<file path="config.mk">
export PLATFORM = sky130hd
export DESIGN_NAME = disk_cmd_sequencer
export DESIGN_NICKNAME = d
export VERILOG_FILES = /design/src/rtl/fdc_pkg.sv /design/src/rtl/disk_rr_arb.sv /design/src/rtl/disk_cmd_sequencer.sv
export SDC_FILE = /design/constraint.sdc
export NUM_CORES = 1
export LEC_CHECK = 0
export ABC_AREA = 1
export ABC_CLOCK_PERIOD_IN_PS = 10850
export CAP_MARGIN = 20
export CORE_MARGIN = 10
export CORE_UTILIZATION = 25
export DETAILED_ROUTE_END_ITERATION = 6
export GPL_TIMING_DRIVEN = 0
export HOLD_SLACK_MARGIN = 0.05
export SLEW_MARGIN = 20
export SYNTH_ARGS = -nofsm -noshare
export SYNTH_HDL_FRONTEND = slang
export SYNTH_SLANG_ARGS = --single-unit
</file>
<file path="constraint.sdc">
create_clock -name clk -period 10.85 [get_ports clk]
set_clock_uncertainty 0.2 [all_clocks]
set_input_delay 2.7125 -clock clk [delete_from_list [all_inputs] [get_ports clk]]
set_output_delay 2.7125 -clock clk [all_outputs]
set_load 0.01 [all_outputs]
</file>
<file path="src/rtl/fdc_pkg.sv">
// Shared definitions for the floppy-disk command sequencer: command codes,
// host status/command word bit positions, FSM state encoding and a helper
// that builds the host command word for a latched command.
package fdc_pkg;

    localparam logic [2:0] CMD_SEEK      = 3'd1;
    localparam logic [2:0] CMD_READSECT  = 3'd2;
    localparam logic [2:0] CMD_WRITESECT = 3'd3;
    localparam logic [2:0] CMD_READID    = 3'd4;

    // host_sr field positions
    localparam int SR_ACK_BIT   = 16;
    localparam int SR_READ_LO   = 17;
    localparam int SR_WRITE_LO  = 20;
    localparam int SR_READID_LO = 22;
    localparam int SR_SEEK_LO   = 24;

    // host_cr field positions
    localparam int CR_DONE_BIT = 4;
    localparam int CR_ERR_BIT  = 3;

    typedef enum logic [1:0] {
        ST_IDLE,
        ST_ISSUE,
        ST_WAIT,
        ST_RELEASE
    } fdc_state_t;

    function automatic logic cmd_is_valid(input logic [2:0] cmd);
        return (cmd == CMD_SEEK) || (cmd == CMD_READSECT) ||
               (cmd == CMD_WRITESECT) || (cmd == CMD_READID);
    endfunction

    // Address fields in [15:0], drive one-hot placed in the command's field.
    function automatic logic [31:0] cmd_word(input logic [2:0] cmd, input logic [16:0] addr);
        logic [31:0] w;
        logic [1:0]  drv;
        drv = addr[16] ? 2'b10 : 2'b01;
        w   = {16'h0000, addr[15:0]};
        case (cmd)
            CMD_SEEK:      w[SR_SEEK_LO   +: 2] = drv;
            CMD_READSECT:  w[SR_READ_LO   +: 2] = drv;
            CMD_WRITESECT: w[SR_WRITE_LO  +: 2] = drv;
            CMD_READID:    w[SR_READID_LO +: 2] = drv;
            default:       w = 32'h0;
        endcase
        return w;
    endfunction

endpackage

</file>
<file path="src/rtl/disk_rr_arb.sv">
// Two-way round-robin arbiter. On a tie the requester that was not granted
// last wins; after reset requester 0 has priority (last grant reads as 1).
module disk_rr_arb (
    input  logic       clk,
    input  logic       rst,
    input  logic [1:0] req,
    input  logic       accept,
    output logic       gnt_vld,
    output logic       gnt_idx
);

    logic last_q;
    logic last_d;

    // Pick a winner and advance the last-grant pointer when the grant is taken
    always_comb begin
        gnt_vld = |req;
        gnt_idx = (req == 2'b11) ? ~last_q : req[1];
        last_d  = last_q;
        if (accept && gnt_vld) begin
            last_d = gnt_idx;
        end
    end

    // Last-grant register
    always_ff @(posedge clk or posedge rst) begin
        if (rst) begin
            last_q <= 1'b1;
        end else begin
            last_q <= last_d;
        end
    end

endmodule

</file>
<file path="src/rtl/disk_cmd_sequencer.sv">
// Serialises disk commands from two requesters onto a single host command
// word: arbitrate, issue, wait for host completion or timeout, then hand
// shake the acknowledge back down before accepting the next request.
module disk_cmd_sequencer
    import fdc_pkg::*;
#(
    parameter logic [23:0] TIMEOUT_CYCLES = 24'd16_000_000,
    parameter logic [9:0]  SECTOR_BYTES   = 10'd512
) (
    input  logic        clk,
    input  logic        rst,
    input  logic [1:0]  req,
    input  logic [5:0]  req_cmd,
    input  logic [33:0] req_addr,
    output logic [1:0]  gnt,
    output logic [1:0]  done,
    output logic        err,
    output logic        timeout,
    output logic [15:0] result_id,
    output logic [31:0] host_sr,
    input  logic [31:0] host_cr,
    input  logic        data_strobe
);

    fdc_state_t  state_q, state_d;
    logic [2:0]  cmd_q, cmd_d;
    logic [16:0] addr_q, addr_d;
    logic [1:0]  gnt_q, gnt_d;
    logic [1:0]  done_q, done_d;
    logic        err_q, err_d;
    logic        timeout_q, timeout_d;
    logic [15:0] result_id_q, result_id_d;
    logic [31:0] host_sr_q, host_sr_d;
    logic [9:0]  cnt_q, cnt_d;
    logic [23:0] tmo_q, tmo_d;

    logic        arb_vld;
    logic        arb_idx;
    logic        is_rw;
    logic        complete;
    logic [9:0]  cnt_inc;
    logic [23:0] tmo_inc;

    // Host status bits this block never looks at
    logic unused_cr;
    assign unused_cr = ^{host_cr[23:16], host_cr[7:5], host_cr[2]};

    disk_rr_arb u_arb (
        .clk     (clk),
        .rst     (rst),
        .req     (req),
        .accept  (state_q == ST_IDLE),
        .gnt_vld (arb_vld),
        .gnt_idx (arb_idx)
    );

    // Completion detect and WAIT-cycle counters; a strobe in the completion
    // cycle is already folded into cnt_inc before the short-transfer check
    always_comb begin
        is_rw    = (cmd_q == CMD_READSECT) || (cmd_q == CMD_WRITESECT);
        complete = (cmd_q == CMD_SEEK) ? host_cr[addr_q[16]] : host_cr[CR_DONE_BIT];
        cnt_inc  = cnt_q;
        if (is_rw && data_strobe && (cnt_q != SECTOR_BYTES)) begin
            cnt_inc = cnt_q + 10'd1;
        end
        tmo_inc  = tmo_q + 24'd1;
    end

    // Next-state and output logic for the command FSM
    always_comb begin
        state_d     = state_q;
        cmd_d       = cmd_q;
        addr_d      = addr_q;
        gnt_d       = gnt_q;
        done_d      = 2'b00;
        err_d       = err_q;
        timeout_d   = timeout_q;
        result_id_d = result_id_q;
        host_sr_d   = host_sr_q;
        cnt_d       = cnt_q;
        tmo_d       = tmo_q;

        case (state_q)
            ST_IDLE: begin
                if (arb_vld) begin
                    cmd_d   = arb_idx ? req_cmd[5:3]    : req_cmd[2:0];
                    addr_d  = arb_idx ? req_addr[33:17] : req_addr[16:0];
                    gnt_d   = arb_idx ? 2'b10 : 2'b01;
                    state_d = ST_ISSUE;
                end
            end
            ST_ISSUE: begin
                if (!cmd_is_valid(cmd_q)) begin
                    done_d    = gnt_q;
                    err_d     = 1'b1;
                    timeout_d = 1'b0;
                    state_d   = ST_RELEASE;
                end else begin
                    host_sr_d = cmd_word(cmd_q, addr_q);
                    cnt_d     = 10'd0;
                    tmo_d     = 24'd0;
                    state_d   = ST_WAIT;
                end
            end
            ST_WAIT: begin
                cnt_d = cnt_inc;
                tmo_d = tmo_inc;
                if (complete) begin
                    host_sr_d   = {15'h0000, 1'b1, host_sr_q[15:0]};
                    result_id_d = {host_cr[31:24], host_cr[15:8]};
                    done_d      = gnt_q;
                    err_d       = host_cr[CR_ERR_BIT] | (is_rw && (cnt_inc != SECTOR_BYTES));
                    timeout_d   = 1'b0;
                    state_d     = ST_RELEASE;
                end else if (tmo_inc == TIMEOUT_CYCLES) begin
                    host_sr_d = {15'h0000, 1'b1, host_sr_q[15:0]};
                    done_d    = gnt_q;
                    err_d     = 1'b1;
                    timeout_d = 1'b1;
                    state_d   = ST_RELEASE;
                end
            end
            ST_RELEASE: begin
                if (!host_cr[CR_DONE_BIT] && (host_cr[1:0] == 2'b00)) begin
                    host_sr_d = 32'h0;
                    gnt_d     = 2'b00;
                    state_d   = ST_IDLE;
                end
            end
            default: state_d = ST_IDLE;
        endcase
    end

    // State and datapath registers
    always_ff @(posedge clk or posedge rst) begin
        if (rst) begin
            state_q     <= ST_IDLE;
            cmd_q       <= 3'd0;
            addr_q      <= 17'd0;
            gnt_q       <= 2'b00;
            done_q      <= 2'b00;
            err_q       <= 1'b0;
            timeout_q   <= 1'b0;
            result_id_q <= 16'h0000;
            host_sr_q   <= 32'h0;
            cnt_q       <= 10'd0;
            tmo_q       <= 24'd0;
        end else begin
            state_q     <= state_d;
            cmd_q       <= cmd_d;
            addr_q      <= addr_d;
            gnt_q       <= gnt_d;
            done_q      <= done_d;
            err_q       <= err_d;
            timeout_q   <= timeout_d;
            result_id_q <= result_id_d;
            host_sr_q   <= host_sr_d;
            cnt_q       <= cnt_d;
            tmo_q       <= tmo_d;
        end
    end

    assign gnt       = gnt_q;
    assign done      = done_q;
    assign err       = err_q;
    assign timeout   = timeout_q;
    assign result_id = result_id_q;
    assign host_sr   = host_sr_q;

endmodule

</file>
==> Word level (Yosys, flattened, before mapping) <==
Cells that the tools add are included.
{ "totals": {"reg_bits": 111, "in_bits": 77, "output_inout_bits": 54, "word_cells": 103} }
{ "op_classes": {"mux": 42, "n_bitwise": 3, "n_lt_le_gt_ge": 1, "eq_ne": 16, "add_sub_neg": 2, "n_reduce_logical": 26} }
{ "ops": {"columns": ["cell", "count"], "rows": [
  ["$mux 32", 4],
  ["$pmux 32 s3", 1],
  ["$pmux 24 s2", 1],
  ["$mux 2", 14],
  ["$add 24x1->24 const B", 1],
  ["$eq 24x24->1 const B", 1],
  ["$mux 24", 1],
  ["$mux 10", 2],
  ["$ne 10x10->1 const B", 2],
  ["$pmux 10 s2", 1],
  ["$mux 17", 1],
  ["$mux 16", 1],
  ["$add 10x1->10 const B", 1],
  ["$mux 1", 10],
  ["$reduce_and 3->1", 3],
  ["$ne 2x2->1 const B", 4],
  ["$pmux 2 s2", 2],
  ["$pmux 2 s4", 1],
  ["$reduce_and 4->1", 2],
  ["$eq 2x2->1 const B", 3],
  ["$eq 3x2->1 const B", 2],
  ["$lt 1x6->1 const B", 1],
  ["$reduce_and 2->1", 3],
  ["$reduce_bool 2->1", 3],
  ["other kinds (15)", 25]
]} }

==> Logic depth before layout (Yosys ltp) <==
{ "logic_depth": {"depth_word": 10, "mapped_depth": 17} }

==> By module <==
Synthesis repeated with hierarchy kept, for this count alone.
{ "unflattened": {"hier_cells": 732, "area_unflattened_um2": 5621.6} }
{ "modules_own_cells": {"columns": ["mod", "cells_each", "n_inst", "area_per_inst_um2"], "rows": [
  ["disk_cmd_sequencer", 723, 1, 5556.6],
  ["disk_rr_arb", 9, 1, 65.1]
]} }

==> Least setup slack after synthesis <==
No wires, ideal clock.
{ "synth_path": {"path_type": "input-to-reg", "startpoint": "input host_cr[0]", "endpoint": "register host_sr_q[4] (netlist: host_sr[4])", "path_stages": 6, "setup_time_ps": 77, "setup_slack_ps": 6613, "required_ps": 10573, "arrival_ps": 3960, "cell_sequence": "o31ai_4 o21ai_0 nor3_1 clkbuf_1 nor2_1 a21oi_1"} }
{ "synth_between": {"elab_chain_len": 4} }
{ "synth_rtl": {"columns": ["item", "line_no", "rtl"], "rows": [
  ["start, declared", "disk_cmd_sequencer.sv:21", "input logic [31:0] host_cr,"],
  ["$logic_not 2->1", "disk_cmd_sequencer.sv:124", "if (!host_cr[CR_DONE_BIT] && (host_cr[1:0] == 2'b00)) begin"],
  ["$logic_and 1x1->1", "disk_cmd_sequencer.sv:124", null],
  ["$ne 2x2->1 (no source line)", null, null],
  ["$reduce_and 4->1 (no source line)", null, null],
  ["end signal, assigned", "disk_cmd_sequencer.sv:157", "host_sr_q <= host_sr_d;"],
  ["end, declared", "disk_cmd_sequencer.sv:33", "logic [31:0] host_sr_q, host_sr_d;"]
]} }
Every way passes these cells.
A chain may end at the register's enable or synchronous reset.

==> Final worst setup path <==
{ "layout_path": {"startpoint": "input host_cr[0]", "endpoint": "register host_sr_q[5] (netlist: host_sr[5])"} }
Same word-level chain as after synthesis.

==> results.md <==
- Layout cell share with drive strength beyond 1: 0.0818
- Core box area: 22000 um^2
- IO Count: 131
- Final setup violation count: 0
- Synth warn: 0
- Area after DPL: 7120 um^2
- Sequential area share after synthesis: 0.465
- Setup bufs post-CTS: 0
- Die W: 170 um
- R2R depth: 9
- Psw: 0.000769 W
- Most frequent cells in the layout: nand2_1 (192), clkdlybuf4s50_1 (111), dfrtp_1 (103)
- Dpl cells: 1108
- Achievable Freq: 209 MHz
- Yosys top cell area share: 0.460
- FF-to-FF End: host_sr[2]
- Worst setup path class: in2reg
- Unique cell type count in the Yosys netlist: 37
- Grt ovf: 0
- Largest net degree at the start of global routing: 73
- Final WL: 14900 um
- Hold Buf Count CTS: 0
- Fillers: 2271
- Number of global-route vias before repair: 5065
- Pleak: 3.30 nW
- I/O Buffers: 111
- Area leader, netlist: dfrtp_1
- Finished Core Util: 0.338
- Switching share of power: 0.411
- Min-Delay Path Class: reg2reg
- Drt wl/cell: 13.2 um
- CP Data Required Time: 10.92 ns
- Global-route wire length before repair: 24900 um
- Final Hold Fails: 0
- Initial antenna violation count: 0
- Non-Filler Instances: 1124
- Routability Congestion: 0.853
- Hold WS: 0.275 ns
- Reg-to-Reg Start: state_q[0]
- Die Y: 170 um
- Die Area: 28800 um^2
- Mapped Area: 5600 um^2
- Min-Delay Path Depth: 2
- DRT Pass-1 Iters: 4
- Internal reg-to-reg setup slack: 8.20 ns
- RSZ-0062 raised after global routing: false
- Internal Pwr Total: 0.00110 W
- DR vias: 4982
- Arrival time of the worst setup path: 4.86 ns
- EDFF count, synth: 0
- Max cap viols: 0
- Num CTS Buffers: 9
- H-tree levels: 3
- Seq cells post-synth: 104
- Antenna Violating Nets Remaining: 0
- Power per standard cell area: 252 nW/um^2
- CP Launch Type: input pin
- Most common cell after layout, fill and taps aside: nand2_1
- Clock Sinks: 104
- Post-CTS sizing: 0
- Clock Tree Root: clkbuf_16
- Crit-path max FO: 10
- Nets: 925
- N_diodes: 0
- Number of vias per cell: 4.43
- Mapped Cells: 710
- Initial drt markers: 269
- CTS max path bufs: 2
- Crit end category: flip-flop
- Status: complete, no violations
- Slew @ Worst Pin: 0.628 ns
- Clk pwr share: 0.185
- Async S/R FF share, synth: 1.00
- GR Util All Layers: 0.104
- TNS Setup: 0 ns
- Flop pwr share: 0.340
- Worst VDD drop: 92.2 uV
- Layout Area Growth over Synthesis: 32.6%
- Syn_area_per_cell: 7.89 um^2
- Hold Startpoint: host_sr[20]
- Dominant synthesized flop cell: dfrtp_1
- Worst-Skew Late Latency: 0.35 ns
- Post-DP HPWL: 11600 um
- CTS tree: built
- Combinational Power Share: 0.475
- Tmin final: 4.79 ns
- Row count: 54
- Remaining DRCs: 0
- Top cells by area, synth: dfrtp_1 (46%), nand2_1 (13%), nor2_1 (5.6%)
- Reg clk slew, reported paths: 0.08 ns
- Max-slew violations: 0
- Fin area: 7430 um^2
- Starting Density: 0.255
- Final period util: 0.441
- Rel. slew slack: 0.581
- Worst Hold Endpoint: host_sr[20]
[metrics by stage]
step	setup WS [ns]	power (W)
after floorplan	5.21	0.00117
after global placement	3.45	0.00153
after detailed placement	5.69	0.00154
after CTS	6.05	0.00189
after global routing	5.87	0.00203
final	6.06	0.00187
[layout make-up]
class	count	area, um^2	share of cell area
tap	280	350	0.0472
multi-input combinational	512	2610	0.351
timing repair buffer	112	1140	0.153
buffer	29	146	0.0197
clock buffer	9	225	0.0303
sequential	104	2600	0.350
inverter	71	272	0.0365
clock inverter	7	86.3	0.0116
[per-layer routing]
metal / global-route usage / part of all wire / vias to the layer above
met1: 0.122 / 0.44 / 2308
met3: 0.0337 / 0.058 / 14
met5: 0 / 0 / -
met2: 0.178 / 0.49 / 98
met4: 0.0286 / 0.016 / 0
li1: - / - / 2562
[synthesized netlist by cell type (2+ instances only)]
cell type	number
nand4_1	17
dfrtp_1	103
inv_1	68
mux2_2	16
xnor2_1	2
o21ai_0	57
nand2_4	4
clkinv_1	2
o22ai_1	25
nor2_1	83
nand2_1	192
o31ai_1	2
nor2_4	4
ha_1	9
nor2_2	4
o21ai_1	4
xor2_1	8
clkbuf_1	18
nand2_2	5
a21oi_1	20
buf_2	3
nor2_8	2
nor3_1	8
nand3_1	35
buf_4	7
[sequential cells by signal (all words and copies together) (netlist names)]
name,flops
cnt_q,10
done,2
err,1
host_sr,25
timeout,1
u_arb.last_q,1
result_id,16
addr_q,17
state_q,2
gnt,2
cmd_q,3
tmo_q,24
[power by group through the flow]
stage          registers [W]  logic [W]  clock network, W
3_5_place_dp        0.000644   0.000899                 0
5_1_grt             0.000658    0.00100          0.000372
2_1_floorplan       0.000667   0.000502                 0
6_report            0.000636   0.000889          0.000346
4_1_cts             0.000637   0.000904          0.000353
3_3_place_gp        0.000641   0.000887                 0
[kinds of logic (layout without fill, tap and decap cells)]
| group | after synthesis | after routing | synth area share |
|---|---|---|---|
| adder cells (fa/ha/maj) | 9 | 9 | 0.0201 |
| flip-flops | 104 | 104 | 0.465 |
| other | 1 | 7 | 0.000669 |
| XOR/XNOR | 10 | 10 | 0.0156 |
| AO/OA/AOI/OAI | 113 | 113 | 0.113 |
| multiplexers | 16 | 16 | 0.0322 |
| AND/OR/NAND/NOR | 357 | 357 | 0.280 |
| buffers and inverters | 100 | 228 | 0.0737 |
[worst max-delay path by stage]
stage	endpoint	start	depth (start not counted)
2_1_floorplan	addr_q[0]	rst	1
3_3_place_gp	result_id[0]	rst	2
3_5_place_dp	host_sr[7]	host_cr[0]	7
4_1_cts	host_sr[5]	host_cr[0]	7
5_1_grt	host_sr[1]	host_cr[0]	7
6_report	host_sr[5]	host_cr[0]	7
[critical path: stages]
cell	delay [ns]
clkdlybuf4s50_1	0.46
o31ai_4	0.43
o21ai_0	0.15
nor3_1	0.48
clkbuf_1	0.43
nor2_1	0.08
a21oi_1	0.12
(Power assumes the default switching activity.)
